`src/rtl/shiftrows_stream.sv`:
```
// Streaming AES ShiftRows / InvShiftRows / bypass stage with a valid/ready
// register pipeline, a sideband tag and a completed-block counter.
module shiftrows_stream #(
  parameter int STAGES = 2,
  parameter int TAG_W  = 4,
  parameter int CNT_W  = 32
) (
  input  logic             clk,
  input  logic             rst_n,
  input  logic             in_valid,
  output logic             in_ready,
  input  logic [127:0]     in_data,
  input  logic [1:0]       in_mode,
  input  logic [TAG_W-1:0] in_tag,
  output logic             out_valid,
  input  logic             out_ready,
  output logic [127:0]     out_data,
  output logic [TAG_W-1:0] out_tag,
  output logic [CNT_W-1:0] xfer_count
);

  typedef enum logic [1:0] {
    MODE_FWD     = 2'b00,
    MODE_INV     = 2'b01,
    MODE_BYP     = 2'b10,
    MODE_BYP_ALT = 2'b11
  } mode_e;

  logic [127:0]     w_fwd;
  logic [127:0]     w_inv;
  logic [127:0]     w_perm;
  logic [STAGES-1:0] w_adv;

  logic [STAGES-1:0] r_valid;
  logic [127:0]      r_data [STAGES];
  logic [TAG_W-1:0]  r_tag  [STAGES];
  logic [CNT_W-1:0]  r_count;

  // Byte (r,c) lives at in_data[127-8*(4c+r) -: 8]; both rotations are pure wiring.
  for (genvar c = 0; c < 4; c++) begin : g_col
    for (genvar r = 0; r < 4; r++) begin : g_row
      assign w_fwd[127-8*(4*c+r) -: 8] = in_data[127-8*(4*((c+r)%4)+r) -: 8];
      assign w_inv[127-8*(4*c+r) -: 8] = in_data[127-8*(4*((c-r+4)%4)+r) -: 8];
    end
  end

  // NOTE: every path through this case assigns w_perm (default arm), so no latch is inferred.
  always_comb begin
    case (mode_e'(in_mode))
      MODE_FWD: w_perm = w_fwd;
      MODE_INV: w_perm = w_inv;
      default:  w_perm = in_data;
    endcase
  end

  // A stage may advance if everything downstream of it is full-and-draining or has a hole.
  for (genvar k = 0; k < STAGES; k++) begin : g_adv
    assign w_adv[k] = out_ready | ~(&r_valid[STAGES-1:k]);
  end

  // NOTE: non-blocking assignments so every stage samples its neighbour's pre-edge value.
  always_ff @(posedge clk) begin
    if (!rst_n) begin
      r_valid <= '0;
      // NOTE: data and tag are cleared too, so out_data/out_tag read zero after reset.
      for (int k = 0; k < STAGES; k++) begin
        r_data[k] <= '0;
        r_tag[k]  <= '0;
      end
    end else begin
      if (w_adv[0]) begin
        r_valid[0] <= in_valid;
        r_data[0]  <= w_perm;
        r_tag[0]   <= in_tag;
      end
      for (int k = 1; k < STAGES; k++) begin
        if (w_adv[k]) begin
          r_valid[k] <= r_valid[k-1];
          r_data[k]  <= r_data[k-1];
          r_tag[k]   <= r_tag[k-1];
        end
      end
    end
  end

  always_ff @(posedge clk) begin
    if (!rst_n) begin
      r_count <= '0;
    end else if (out_valid && out_ready) begin
      r_count <= r_count + CNT_W'(1);
    end
  end

  assign in_ready   = w_adv[0];
  assign out_valid  = r_valid[STAGES-1];
  assign out_data   = r_data[STAGES-1];
  assign out_tag    = r_tag[STAGES-1];
  assign xfer_count = r_count;

endmodule

```
`config.mk`:
```
export PLATFORM = sky130hd
export DESIGN_NAME = shiftrows_stream
export DESIGN_NICKNAME = d
export VERILOG_FILES = /design/src/rtl/shiftrows_stream.sv
export SDC_FILE = /design/constraint.sdc
export NUM_CORES = 1
export LEC_CHECK = 0
export CORE_UTILIZATION = 46
export DETAILED_ROUTE_END_ITERATION = 6
export PLACE_DENSITY = 0.77
export SETUP_SLACK_MARGIN = 0.3
export SLEW_MARGIN = 20
export SYNTH_ARGS = -nofsm -noshare
export SYNTH_HDL_FRONTEND = slang
export SYNTH_SLANG_ARGS = --single-unit
```
`constraint.sdc`:
```
create_clock -name clk -period 6 [get_ports clk]
set_input_delay 0.9 -clock clk [delete_from_list [all_inputs] [get_ports clk]]
set_output_delay 0.9 -clock clk [all_outputs]
set_load 0.005 [all_outputs]
```
==> qor.csv <==
stage,metric,value,unit
route,via_per_inst,5.27,
die,placeableCoreArea,29600,µm²
critical_path,worst_r2r_endpoint,r_data[0][138],
power,p_per_area,277,nW/µm²
synth,synth_area,13800,µm²
status,run_status,"finished, final reports clean",
sta,fmax,246,MHz
route,drc,0,
clock_network,cts_setup_buffers,0,
route,vias,8912,
global_routing,antenna_found_initial,4,
synth,synth_top_cell_area_share,0.575,
placed_design,dp_hpwl,19800,µm
synth,syn_inst,1146,
worst_hold_path,hold_end,xfer_count[31],
clock_network,cts_tree,built,
route,drtIter0Drc,778,
placed_design,gp_congestion,0.786,
critical_path,arrival,3.17,ns
die,io-pin-count,304,
global_routing,grt_max_degree,97,
finish,final_util,0.577,
route,met3_length,2310,µm
route,ant_nets,0,
clock_network,cts_resized,0,
worst_hold_path,hp-start,xfer_count[31],
clock_network,cts_sinks,298,
synth,syn-num-nets,1285,
sta,setup_tns,0,ns
route,met1Wirelength,12900,µm
route,routed_wirelength,31200,µm
clock_network,path_clk_slew,0.06,ns
critical_path,cp-start-kind,input port,
die,dieWidth,175,µm
global_routing,overflow,0,
sta,setup_viol,0,
synth,synth_edf_count,264,
sta,period_share,0.678,
route,wl_per_cell,18.5,µm
critical_path,critPathMaxFanout,81,
sta,slew_viol_final,0,
route,wl_met2,15000,µm
critical_path,required,5.10,ns
route,firstDrtPassIters,5,
synth,synth_seq_cells,298,
finish,nets,1414,
finish,n_fill_cell,2442,
die,dieArea,30700,µm²
clock_network,cts-root-buf,clkbuf_16,
synth,synth_area_leaders,"edfxtp_1, and3_1, buf_4",
job,maxCapViolCount,0,
placed_design,post-place-ws,1.96,ns
synth,ys_warn_count,0,
sta,rsz0062_at_grt,false,
sta,tightest_slew,1.06,ns
critical_path,rr_worst_depth,4,
finish,stdcell_area,17000,µm²
finish,synthToLayoutAreaGrowth,23.7,%
sta,hold_viol,0,
critical_path,r2r-start,r_valid[1],
global_routing,grt_pass1_vias,8565,
die,die_h,175,µm
placed_design,io_buffers,303,
clock_network,cts_hold_buf,0,
synth,synth_area_leader_cell,edfxtp_1,
synth,synth_ff_type,edfxtp_1,
power,leakagePower,7.16,nW
synth,synthTopCellsByCount,"edfxtp_1, nor2_1, and3_1",
critical_path,crit_path_end_kind,output port,
sta,relSlewSlack,0.293,
critical_path,reg2reg_slack,3.17,ns
sta,clock_skew,0.00685,ns
synth,yosysMostFrequentCell,edfxtp_1,
clock_network,cts_buffers,31,
global_routing,grt_pass1_wl,47500,µm
critical_path,crit_type,in -> out,
clock_network,htree_levels,1,
worst_hold_path,hold_path_depth,2,
die,rows,63,
synth,syn_area_per_cell,12.0,µm²
die,initial_utilization,0.466,
synth,ys_types,35,
sta,layout_setup_ws,1.93,ns
synth,seq_area_frac_synth,0.625,
placed_design,dp.cells,1632,
worst_hold_path,hold_path_class,reg -> reg,
synth,async_flop_share,0,
finish,final_cells,1692,
placed_design,place_area,16000,µm²
finish,drive_gt1_frac,0.0477,
clock_network,cts_buffer_depth,3,
sta,post-route-min-period,4.07,ns
global_routing,grtUsageTotal,0.198,
power,irDropWorstVdd,0.000228,V
clock_network,clk_latency,0.56,ns
route,routed.top_layer,met5,
## stage by stage
step | hold WS, ns | power [mW]
final | 0.468 | 4.73
after global routing | 0.486 | 4.89
after CTS | 0.467 | 4.76
after detailed placement | 0.459 | 2.92
after global placement | 0.453 | 2.91
after floorplan | 0.459 | 2.71
## worst max-delay path: stages
cell and delay (ns):
clkdlybuf4s50_1 0.51, nor2b_1 0.59, nand2_4 0.54, clkdlybuf4s50_1 0.61
## cell families after synthesis
kind of cell	after synthesis	share of synthesized area
muxes	98	0.0712
DFF	298	0.625
AOI/OAI and AO/OA	101	0.0407
adders and majority gates	1	0.000908
buffers and inverters	218	0.0982
and+or+nand+nor	419	0.157
xor gates and xnor gates	11	0.00699
## routing by layer
layer / global-route usage / vias up
met5: 0 / -
met1: 0.252 / 4288
met3: 0.0557 / 66
met2: 0.323 / 273
li1: - / 4281
met4: 0.0736 / 4
## cell usage in the layout, fill, tap and decap left out, types with 2 or more instances in the layout
master / instances
o21a_1: 4
o41ai_1: 2
o31a_1: 2
o311ai_0: 2
or3_1: 4
and3_1: 170
and2_1: 4
diode_2: 2
nand4_1: 9
nor2_1: 175
buf_4: 11
nor4_1: 5
clkinvlp_4: 2
nand2b_1: 3
clkinv_2: 6
o21ai_0: 4
nand3_1: 11
dfxtp_1: 34
edfxtp_1: 264
mux2i_1: 98
clkbuf_1: 8
and4_1: 6
clkinv_1: 7
nand2_4: 2
or4_1: 8
nand3_4: 2
clkbuf_16: 31
o31ai_1: 8
xor2_1: 11
bufinv_16: 3
a21oi_1: 78
inv_1: 2
clkdlybuf4s50_1: 300
nand2_1: 15
nand4_2: 2
## where the power goes
group / internal (mW) / switching (mW) / leakage [nW] / total (mW)
sequential: 2.38 / 0.0350 / 3.37 / 2.42
clock: 1.08 / 0.777 / 0.476 / 1.85
combinational: 0.257 / 0.198 / 3.31 / 0.455
## state kept, by name (all words and copies together) (netlist names)
name / cells
r_valid: 2
r_tag: 8
r_data: 256
xfer_count: 32
## worst max-delay path by stage
stage	start	end	slack, ns	cells past startpoint
after global placement	out_ready	in_ready	2.00	4
final	out_ready	in_ready	1.93	4
after floorplan	rst_n	r_data[0][128]	1.26	3
after detailed placement	out_ready	in_ready	1.96	4
after global routing	out_ready	in_ready	1.76	4
after CTS	out_ready	in_ready	1.94	4
## final cells by class
cell class                      instances  area, µm²  share of cell area
Multi-Input combinational cell        630       3860               0.227
Clock buffer                           39        806              0.0473
Tap cell                              390        488              0.0286
Sequential cell                       298       8610               0.505
Timing Repair Buffer                  311       3090               0.181
Antenna cell                            2       5.00            0.000294
Clock inverter                         19        175              0.0103
Inverter                                3       11.3            0.000661
Power figures use the tool's default switching activity.
